### config.mk
export PLATFORM = sky130hd
export DESIGN_NAME = multi_counter_rsp_fifo
export DESIGN_NICKNAME = d
export VERILOG_FILES = /design/src/rtl/multi_counter_rsp_fifo.sv
export SDC_FILE = /design/constraint.sdc
export NUM_CORES = 1
export LEC_CHECK = 0
export CORE_MARGIN = 2
export CORE_UTILIZATION = 55
export DETAILED_ROUTE_END_ITERATION = 10
export PLACE_DENSITY = 0.76
export SYNTH_ARGS = -nofsm -noshare
export SYNTH_HDL_FRONTEND = slang
export SYNTH_SLANG_ARGS = --single-unit
### constraint.sdc
create_clock -name clk -period 5 [get_ports clk]
set_input_delay 1.25 -clock clk [delete_from_list [all_inputs] [get_ports clk]]
set_output_delay 1.25 -clock clk [all_outputs]
set_load 0.01 [all_outputs]
### src/rtl/multi_counter_rsp_fifo.sv
// Query-response FIFO behind the counter engine, with overflow tracking.
// Optional saturating drop counter: define MULTI_COUNTER_RSP_DROP_CNT_EN.
module multi_counter_rsp_fifo #(
  parameter int DEPTH      = 8,
  parameter int CNTRS_N    = 256,
  parameter int CNTRS_W    = 32,
  parameter int CNTRS_ID_W = $clog2(CNTRS_N),
  parameter int LVL_W      = $clog2(DEPTH) + 1
) (
  input  logic                  clk,
  input  logic                  rst,
  input  logic                  status_pass,
  input  logic                  status_qry,
  input  logic [CNTRS_ID_W-1:0] status_id,
  input  logic [CNTRS_W-1:0]    status_dat,
  output logic                  rsp_vld,
  input  logic                  rsp_rdy,
  output logic [CNTRS_ID_W-1:0] rsp_id,
  output logic [CNTRS_W-1:0]    rsp_dat,
  output logic [LVL_W-1:0]      level_r,
  output logic                  full,
  input  logic                  ovf_clr,
  output logic                  ovf_r,
  output logic [15:0]           drop_cnt_r
);

  localparam int IDX_W = LVL_W - 1;

  logic [CNTRS_ID_W-1:0] id_mem  [DEPTH];
  logic [CNTRS_W-1:0]    dat_mem [DEPTH];

  logic [LVL_W-1:0] wr_ptr;
  logic [LVL_W-1:0] rd_ptr;
  logic [IDX_W-1:0] wr_idx;
  logic [IDX_W-1:0] rd_idx;

  logic empty;
  logic ptr_full;
  logic push;
  logic pop;
  logic wr_en;
  logic drop;

  assign wr_idx   = wr_ptr[IDX_W-1:0];
  assign rd_idx   = rd_ptr[IDX_W-1:0];
  assign empty    = (wr_ptr == rd_ptr);
  assign ptr_full = (wr_idx == rd_idx) &&
                    (wr_ptr[LVL_W-1] != rd_ptr[LVL_W-1]);

  assign push  = status_pass & status_qry;
  assign pop   = rsp_vld & rsp_rdy;
  // A pop in the same cycle frees the slot, so a push at full is kept.
  assign wr_en = push & (~ptr_full | pop);
  assign drop  = push & ptr_full & ~pop;

  assign rsp_vld = ~empty;
  assign rsp_id  = id_mem[rd_idx];
  assign rsp_dat = dat_mem[rd_idx];
  assign full    = (level_r == LVL_W'(DEPTH));

  always_ff @(posedge clk) begin
    if (wr_en) begin
      id_mem[wr_idx]  <= status_id;
      dat_mem[wr_idx] <= status_dat;
    end
  end

  always_ff @(posedge clk) begin
    if (rst) begin
      wr_ptr  <= '0;
      rd_ptr  <= '0;
      level_r <= '0;
    end else begin
      if (wr_en)
        wr_ptr <= wr_ptr + LVL_W'(1);
      if (pop)
        rd_ptr <= rd_ptr + LVL_W'(1);
      if (wr_en && !pop)
        level_r <= level_r + LVL_W'(1);
      else if (pop && !wr_en)
        level_r <= level_r - LVL_W'(1);
    end
  end

  always_ff @(posedge clk) begin
    if (rst)
      ovf_r <= 1'b0;
    else if (drop)
      ovf_r <= 1'b1;
    else if (ovf_clr)
      ovf_r <= 1'b0;
  end

`ifdef MULTI_COUNTER_RSP_DROP_CNT_EN
  always_ff @(posedge clk) begin
    if (rst)
      drop_cnt_r <= '0;
    else if (drop) begin
      if (ovf_clr)
        drop_cnt_r <= 16'd1;
      else if (drop_cnt_r != 16'hFFFF)
        drop_cnt_r <= drop_cnt_r + 16'd1;
    end else if (ovf_clr)
      drop_cnt_r <= '0;
  end
`else
  assign drop_cnt_r = 16'h0;
`endif

endmodule

After elaboration in Yosys (flattened, before gate mapping)
Memory sizes are Yosys's and may differ from the RTL's. A register that Yosys moved wholly into a read port is not among the register bits.
Index checks and enable logic that the tools add are counted.
{"block": "totals", "reg_bits": 13, "latchBits": 0, "ram_bits": 320, "romBits": 0, "in_bits": 46, "wordCells": 40, "mem_count": 2}
{"memory": "dat_mem", "words": 8, "width": 32, "rd": 1, "rd_ports_with_merged_regs": 1, "wr": 1, "line_no": "30", "text": "logic [CNTRS_W-1:0] dat_mem [DEPTH];"}
{"memory": "id_mem", "words": 8, "width": 8, "rd": 1, "rd_ports_with_merged_regs": 1, "wr": 1, "line_no": "29", "text": "logic [CNTRS_ID_W-1:0] id_mem [DEPTH];"}
{"block": "classes", "n_addsub": 4, "n_mul": 0, "div": 0, "n_lt_le_gt_ge": 0, "eq_ne": 4, "shift": 0, "mux": 10, "bitwise_logic": 9, "n_reduce_logical": 7}
{"op": "adder 4 x 1 -> 4 bit (second input constant)", "n": 3}
{"op": "two-way mux 3 bit", "n": 4}
{"op": "two-way mux 4 bit", "n": 2}
{"op": "AND 1 bit", "n": 5}
{"op": "== test 4 bit", "n": 1}
{"op": "== test 4 bit (second input constant)", "n": 1}
{"op": "two-way mux 1 bit", "n": 4}
{"op": "nonzero test 2 bit", "n": 2}
{"op": "subtractor 4 x 1 -> 4 bit (second input constant)", "n": 1}
{"op": "== test 3 bit", "n": 1}
{"op": "logical AND 1 bit", "n": 3}
{"op": "NOT 1 bit", "n": 3}
{"op": "zero test 1 bit", "n": 2}
{"op": "!= test 1 bit", "n": 1}
{"op": "bitwise OR 1 bit", "n": 1}

Longest topological paths before layout
Gate-level depths: netlist of the first run.
{"block": "depth", "depth_word": 9, "ltp_mapped": 12, "depth_no_buf": 10}

Worst setup path before layout of the first run
OpenSTA, ideal clock, no wires.
{"block": "synth_path", "kind": "in2reg", "from": "in status_pass", "to": "mem dat_mem[4][0] (enable)", "setup_time_ps": 461, "arrival_ps": 4031, "required_time_ps": 4539, "slack_ps": 508, "cell_stages": 3, "path_cell_list": "and2_0 -> a21boi_4 -> nor4b_2"}
{"block": "synth_between", "elab_chain_cells": 4}
{"element": "start, declared", "line_no": "12", "text": "input logic status_pass,"}
{"element": "AND 1 bit", "line_no": "50", "text": "assign push = status_pass & status_qry;"}
{"element": "AND 1 bit", "line_no": "53", "text": "assign wr_en = push & (~ptr_full | pop);"}
{"element": "named net wr_en", "line_no": "41", "text": "logic wr_en;"}
{"element": "two-way mux 1 bit", "line_no": "62", "text": "if (wr_en) begin"}
{"element": "two-way mux 1 bit (not written as such)", "line_no": "64", "text": "dat_mem[wr_idx] <= status_dat;"}
{"element": "end, declared", "line_no": "30"}
The timed path passes the listed nets, and every way through them passes these cells.

==> results_dict.tcl, run 1 <==
set metrics [dict create \
    gr-usage-all-layers 0.2147 \
    whs_ns 0.4930 \
    crit_chain "buf_4, mux4_2, mux2_2, clkdlybuf4s50_1" \
    cts_buffers 34 \
    peakVddDrop_uv 219.0 \
    maxCapViolations 0 \
    antenna_found_initial 0 \
    clk_pin_slew_ns 0.05 \
    postCtsSetupRepairBufs 0 \
    cts_tree "done" \
    grt_pass1_wl_um 38810 \
    die_h_um 157.9 \
    cts_root_buf "clkbuf_16" \
    min_period_ns 4.302 \
    dr.pass1.iters 6 \
    die_x_um 157.9 \
    r2r_setup_slack_ns 2.01 \
    synthArstFlopShare 0 \
    final_cells 1040 \
    setup.worst_path.class "reg2out" \
    powerDensity_mw_per_mm2 421.2 \
    grt_pass1_vias 6378 \
    netlist_area_mm2 0.01302 \
    die_area_mm2 0.02493 \
    synth.distinct_cells 43 \
    cp.arrival_ns 3.05 \
    worst_pin_slew_ns 0.9047 \
    clock.fmax_ghz 0.2324 \
    start_util 0.5582 \
    period_share 0.8605 \
    ys.flop_type "edfxtp_1" \
    syn_to_final_growth_pct 19.14 \
    cp-start-kind "flop" \
    grt_max_degree 46 \
    ys_seq_elements 336 \
    drv_slew 0 \
    clkSinkCount 336 \
    fin_skew_ns 0.01435 \
    ant_nets 0 \
    synth_area_per_cell_um2 22.50 \
    finalPower_uw 6535 \
    hold_viol 0 \
    post_drt_wl_per_cell_um 24.57 \
    p_leak_uw 0.004909 \
    fin_setup_tns_ns 0 \
    nNetsFinal 749 \
    vias 6010 \
    synth-edff-count 320 \
    yosys_warnings 0 \
    dpl.hpwl_um 14390 \
    viasPerCell 5.779 \
    clockBufferDepth 3 \
    max_slew_margin 0.3969 \
    ios 109 \
    core_area_mm2 0.02333 \
    cp.required_ns 3.75 \
    placementRows 56 \
    slowest_delay_ns 0.89 \
    holdBufCountCts 0 \
    drive_gt1_frac 0.2778 \
    drc 0 \
    worst_hold_path_type "reg2reg" \
    rsz0062_at_grt "false" \
    cp_max_fo 37 \
    syn_inst 579 \
    totalWireLength_um 25550 \
    clk_latency_ns 0.51 \
    yosysSeqAreaShare 0.7623 \
    setup_viol 0 \
    drtIter0Drc 425 \
    htreeDepth 2 \
    place.port_buffers 92 \
    gp_congestion 0.7589 \
    cts_resized 0 \
    gr-total-overflow 0 \
    dpl.cell_count 980 \
    slowest_stage "dfxtp_4" \
    status "complete, no violations" \
    end_kind "primary output" \
]
-- logic make-up after synthesis --
family,after synthesis,share of synthesized area
AOI/OAI and AO/OA,13,0.008358
xor gates and xnor gates,7,0.004707
adders and majority gates,6,0.006340
buffers and inverters,50,0.02209
DFF,336,0.7623
muxes,127,0.1786
other,1,0.0002879
and+or+nand+nor,39,0.01729
-- layout make-up --
| type | count | area [um2] |
|---|---|---|
| flip-flops and latches | 336 | 9938 |
| fillers | 1436 | 7815 |
| multi-input cells | 208 | 2887 |
| repair buffers | 111 | 1114 |
| clock buffers | 47 | 973.4 |
| well taps | 319 | 399.1 |
| clock inverters | 12 | 181.4 |
| inverters | 6 | 22.52 |
| diodes | 1 | 2.502 |
-- placed cells by master, fill, tap and decap left out, types with 4 or more instances in the layout --
cell type and n:
mux2i_1 4, edfxtp_1 320, buf_12 4, mux2_2 42, mux4_2 80, clkinv_1 5, bufinv_16 5, nor2_1 15
ha_1 5, clkdlybuf4s50_1 92, dfxtp_1 13, buf_4 15, clkbuf_16 37, clkbuf_1 9, inv_1 6, xnor2_1 5
conb_1 16
-- cells in the mapped netlist, drive strengths merged, types with 2 or more instances --
cell type,number,area share
a21oi,4,0.0018
buf,29,0.016
xnor2,5,0.0034
nand3,2,0.00077
nand4,2,0.00096
mux4,80,0.14
mux2,43,0.037
edfxtp,320,0.74
ha,5,0.0048
mux2i,4,0.0031
xor2,2,0.0013
and3,2,0.00096
nand2b,2,0.00096
inv,6,0.0017
dfxtp,16,0.025
nor2,15,0.0043
nor2b,3,0.0014
and4b,3,0.0024
nand2,3,0.00086
nor4b,2,0.0018
clkbuf,15,0.0043
or3,2,0.00096
a211o,2,0.0014
-- per-layer routing --
metal	GRT usage	vias to the layer above	share of wire
li1	-	2610	-
met1	0.2830	3143	0.40
met5	0	-	0
met3	0.04736	41	0.062
met2	0.3621	216	0.51
met4	0.06667	0	0.022
-- stage by stage --
step | worst slack (ns) | area [um2] | utilization
after floorplan | 0.5079 | 13080 | -
after global placement | 1.092 | 14360 | 0.6155
after detailed placement | 0.9621 | 14360 | 0.6155
after CTS | 0.6220 | 15510 | 0.6650
after global routing | 0.5186 | 15510 | 0.6650
final | 0.6977 | 15520 | 0.6651
-- where the power goes --
part	total [uW]	leakage [uW]	internal (uW)	switching, uW
logic	720	0.00133	433	287
clock network	2610	0.000556	1620	996
registers	3200	0.00302	3130	77.1
-- state kept, by name, indices dropped and copies added, names as in the netlist, named ones only --
name and flops:
ovf_r 1, id_mem 64, dat_mem 256, level_r 4, rd_ptr 4, wr_ptr 4
-- final timing paths --
| check | start | endpoint | cells past startpoint |
|---|---|---|---|
| worst min register to register | ovf_r$_SDFFE_PP0P_ | ovf_r$_SDFFE_PP0P_ | 2 |
| worst max register to register | wr_ptr[0]$_SDFFE_PP0P_ | level_r[3]$_SDFFE_PP0P_ | 10 |
| worst min-delay path | ovf_r$_SDFFE_PP0P_ | ovf_r$_SDFFE_PP0P_ | 2 |
| worst max-delay path | flop | rsp_dat[19] | 4 |
-- critical path, delay by kind of cell (launching register included) --
family,cells,cell delay [ns]
muxes,2,0.84
DFF,1,0.89
buffers and inverters,2,0.81
Note: power is estimated with default switching activity, not from simulation.
==> run 2: changes to the inputs <==
- CORE_MARGIN: 2 -> 5
- DONT_BUFFER_PORTS: not set -> 1
- PLACE_DENSITY: 0.76 -> 0.7
==> results_dict.tcl, run 2 (synthesis results as in run 1) <==
set metrics [dict create \
    fin_setup_tns_ns 0 \
    place.port_buffers 0 \
    end_kind "primary output" \
    viasPerCell 5.799 \
    setup.worst_path.class "reg2out" \
    regMostFlops "dat_mem" \
    clk_latency_ns 0.51 \
    cts_tree "done" \
    drtIter0Drc 380 \
    final_cell_mix "320 x edfxtp_1, 80 x mux4_2, 42 x mux2_2" \
    peakVddDrop_uv 259.9 \
    grt_pass1_vias 5960 \
    drive_gt1_frac 0.3232 \
    gr-total-overflow 0 \
    p_clk_frac 0.392 \
    gp_congestion 0.7431 \
    pwr-share-comb 0.081 \
    ios 109 \
    drv_slew 0 \
    power_frac_seq 0.527 \
    postCtsSetupRepairBufs 0 \
    clockBufferDepth 3 \
    htreeDepth 2 \
    cts_root_buf "clkbuf_16" \
    worst_pin_slew_ns 0.8154 \
    cp.required_ns 3.75 \
    die_h_um 163.9 \
    clock.fmax_ghz 0.2506 \
    die_area_mm2 0.02686 \
    drc 0 \
    cp_max_fo 40 \
    whs_path_depth 2 \
    p_leak_uw 0.004496 \
    cts_buffers 35 \
    clkSinkCount 336 \
    fin_skew_ns 0.02020 \
    syn_to_final_growth_pct 10.93 \
    min_period_ns 3.991 \
    dpl.cell_count 884 \
    swShare 0.2143 \
    max_slew_margin 0.4564 \
    layout_commonest_cell "edfxtp_1" \
    antenna_found_initial 0 \
    final_cells 947 \
    clk_pin_slew_ns 0.06 \
    ant_nets 0 \
    dpl.hpwl_um 12770 \
    dpl-instance-area_mm2 0.01337 \
    p_switching_uw 1304 \
    met1_usage 0.2352 \
    placementRows 56 \
    grt_max_degree 45 \
    status "complete, no violations" \
    core_area_mm2 0.02340 \
    whs_ns 0.4800 \
    maxCapViolations 0 \
    holdBufCountCts 0 \
    ff2ff_path_depth 10 \
    gr-usage-all-layers 0.1760 \
    top_usage_layer "met2" \
    grt_pass1_wl_um 35140 \
    totalWireLength_um 22870 \
    final_area_mm2 0.01445 \
    powerDensity_mw_per_mm2 421.3 \
    die_x_um 163.9 \
    nFillCells 1589 \
    vias 5492 \
    largestRegisters "dat_mem (256), id_mem (64)" \
    start_util 0.5566 \
    cp.arrival_ns 2.74 \
    rsz0062_at_grt "false" \
    diodes 0 \
    use_met2 0.2858 \
    internal_power_uw 4784 \
    use_met3 0.05922 \
    post_drt_wl_per_cell_um 24.14 \
    nNetsFinal 654 \
    period_share 0.7982 \
    cp-start-kind "flop" \
    setup_viol 0 \
    worst_hold_path_type "reg2reg" \
    dr.pass1.iters 5 \
    hold_viol 0 \
    largest_reg_flops 256 \
    cts_resized 0 \
]
-- run 2: final timing paths --
check | startpoint | to | slack [ns]
max | flop | rsp_dat[25] | 1.01
min | rd_ptr[3]$_SDFFE_PP0N_ | rd_ptr[3]$_SDFFE_PP0N_ | 0.48
min reg2reg | rd_ptr[3]$_SDFFE_PP0N_ | rd_ptr[3]$_SDFFE_PP0N_ | 0.48
max reg2reg | wr_ptr[0]$_SDFFE_PP0P_ | level_r[3]$_SDFFE_PP0P_ | 1.99
-- run 2: worst max-delay path, cell delays in order, from the launching register on --
cell and delay (ns):
dfxtp_4 0.89, buf_4 0.45, mux4_2 0.54, mux2_2 0.33
-- run 2: metrics by stage --
| stage | worst slack, ns | total power (uW) | util |
|---|---|---|---|
| 2_1_floorplan | 0.5079 | 3698 | - |
| 3_3_place_gp | 1.494 | 3761 | 0.5714 |
| 3_5_place_dp | 1.456 | 3775 | 0.5714 |
| 4_1_cts | 0.8958 | 6169 | 0.6174 |
| 5_1_grt | 0.7841 | 6328 | 0.6174 |
| 6_report | 1.009 | 6088 | 0.6174 |
-- run 2: routing by layer --
layer  part of all wire  wire length [um]
met1               0.40              9101
met2               0.50             11470
met3              0.084              1923
met4              0.016               374
met5                  0                 0
-- run 2: cell type report --
class | instances | area (um2) | share of cell area
inverters | 6 | 22.52 | 0.001559
clock buffers | 40 | 915.9 | 0.06339
clock inverters | 23 | 161.4 | 0.01117
repair buffers | 15 | 125.1 | 0.008659
multi-input cells | 208 | 2887 | 0.1998
well taps | 319 | 399.1 | 0.02762
flip-flops and latches | 336 | 9938 | 0.6878
-- run 2: power groups by stage --
stage | Sequential (uW) | Clock [uW] | Combinational, uW
6_report | 3210 | 2390 | 494
5_1_grt | 3220 | 2570 | 535
4_1_cts | 3210 | 2450 | 507
3_5_place_dp | 3270 | 0 | 503
3_3_place_gp | 3270 | 0 | 493
2_1_floorplan | 3210 | 0 | 490
==> run 3: changes to the inputs <==
- clock period: 5 -> 4.1 ns (I/O delays scaled with it)
==> results_dict.tcl, run 3 (synthesis results as in run 1) <==
set metrics [dict create \
    largest_reg_flops 256 \
    clk_pin_slew_ns 0.06 \
    htreeDepth 1 \
    gp_congestion 0.7728 \
    r2r_start "wr_ptr[0]$_SDFFE_PP0P_" \
    setup_viol 0 \
    setup.worst_path.class "reg2out" \
    dpl.hpwl_um 13000 \
    end_kind "primary output" \
    fin_skew_ns 0.01433 \
    min_from "rd_ptr[3]$_SDFFE_PP0N_" \
    grt_pass1_vias 5814 \
    holdBufCountCts 0 \
    final_area_mm2 0.01436 \
    largestRegisters "dat_mem (256), id_mem (64)" \
    clock.fmax_ghz 0.2850 \
    grt_max_degree 41 \
    start_util 0.5566 \
    cp_max_fo 30 \
    syn_to_final_growth_pct 10.21 \
    antenna_found_initial 0 \
    cts_tree "done" \
    nNetsFinal 652 \
    whs_endpoint "rd_ptr[3]$_SDFFE_PP0N_" \
    r2r_end "level_r[3]$_SDFFE_PP0P_" \
    final_cell_mix "320 x edfxtp_1, 80 x mux4_2, 42 x mux2_2" \
    clkSinkCount 336 \
    postCtsSetupRepairBufs 0 \
    grt_pass1_wl_um 35170 \
    cp.required_ns 3.07 \
    core_area_mm2 0.02340 \
    drtIter0Drc 482 \
    cp-start-kind "flop" \
    post_drt_wl_per_cell_um 24.52 \
    whs_path_depth 2 \
    dr.pass1.iters 4 \
    min_period_ns 3.509 \
    period_share 0.8559 \
    nFillCells 1582 \
    p_leak_uw 0.004422 \
    hold_viol 0 \
    rsz0062_at_grt "false" \
    clk_latency_ns 0.54 \
    ff2ff_path_depth 10 \
    dpl-instance-area_mm2 0.01345 \
    totalWireLength_um 23030 \
    status "complete, no violations" \
    cts_buffers 31 \
    drv_slew 0 \
    cts_resized 0 \
    vias 5492 \
    viasPerCell 5.849 \
    die_h_um 163.9 \
    clockBufferDepth 3 \
    die_x_um 163.9 \
    ant_nets 0 \
    worst_pin_slew_ns 0.7549 \
    maxCapViolations 0 \
    peakVddDrop_uv 295.5 \
    placementRows 56 \
    max_slew_margin 0.4956 \
    final_util 0.6134 \
    gr-total-overflow 0 \
    drive_gt1_frac 0.3129 \
    die_area_mm2 0.02686 \
    drc 0 \
    regMostFlops "dat_mem" \
    worst_hold_path_type "reg2reg" \
    layout_commonest_cell "edfxtp_1" \
    fin_setup_tns_ns 0 \
    cp.arrival_ns 2.48 \
    cts_root_buf "clkbuf_16" \
    ios 109 \
    gr-usage-all-layers 0.1754 \
    r2r_setup_slack_ns 1.06 \
    diodes 0 \
    powerDensity_mw_per_mm2 494.8 \
    place.port_buffers 0 \
]
## run 3: cell types whose count changed in the layout (fill, tap and decap cells not counted), sizes merged
| cell | delta |
|---|---|
| clkinv | -8 |
| clkbuf | -2 |
| buf | +2 |
| inv | -2 |
| clkinvlp | +2 |
## run 3: worst max path at each step
stage                            from                 endpoint  slack (ns)  cells after the start
final                            flop              rsp_dat[19]        0.59                      3
after global routing             flop              rsp_dat[20]        0.40                      3
after CTS                        flop              rsp_dat[22]        0.51                      3
after detailed placement      rsp_rdy  level_r[3]$_SDFFE_PP0P_        0.77                      9
after global placement        rsp_rdy  level_r[3]$_SDFFE_PP0P_        0.88                      9
after floorplan           status_pass  dat_mem[4][0]$_DFFE_PP_        0.77                      3
## run 3: report_power, final
group	total, uW	switching (uW)	internal, uW
clock	2570	1130	1440
sequential	3900	87.3	3810
combinational	634	279	355
## run 3: layout make-up
| type | count | area, um2 | area share |
|---|---|---|---|
| clock buffers | 38 | 802.0 | 0.05587 |
| clock inverters | 15 | 103.9 | 0.007234 |
| inverters | 6 | 22.52 | 0.001569 |
| multi-input cells | 208 | 2887 | 0.2011 |
| flip-flops and latches | 336 | 9938 | 0.6923 |
| well taps | 319 | 399.1 | 0.02780 |
| repair buffers | 17 | 202.7 | 0.01412 |
## run 3: per-layer routing
| layer | track usage | vias up | wire (um) | share of wire |
|---|---|---|---|---|
| met3 | 0.05521 | 18 | 2392 | 0.10 |
| li1 | - | 2408 | - | - |
| met4 | 0.03431 | 0 | 238 | 0.010 |
| met5 | 0 | - | 0 | 0 |
| met2 | 0.2892 | 177 | 11570 | 0.50 |
| met1 | 0.2358 | 2889 | 8827 | 0.38 |
## run 3: critical path: stages, from the launching register on
cell and delay [ns]:
dfxtp_4 0.76, buf_4 0.34, mux4_2 0.52, mux2_2 0.32
## run 3: metrics by stage
| step | instances | total power (uW) | hold slack (ns) | setup WS (ns) |
|---|---|---|---|---|
| 2_1_floorplan | 594 | 4510 | 0.4674 | 0.7725 |
| 3_3_place_gp | 886 | 4608 | 0.4702 | 0.8792 |
| 3_5_place_dp | 886 | 4625 | 0.4820 | 0.7729 |
| 4_1_cts | 939 | 7186 | 0.4898 | 0.5126 |
| 5_1_grt | 939 | 7381 | 0.5024 | 0.4046 |
| 6_report | 939 | 7103 | 0.4890 | 0.5909 |
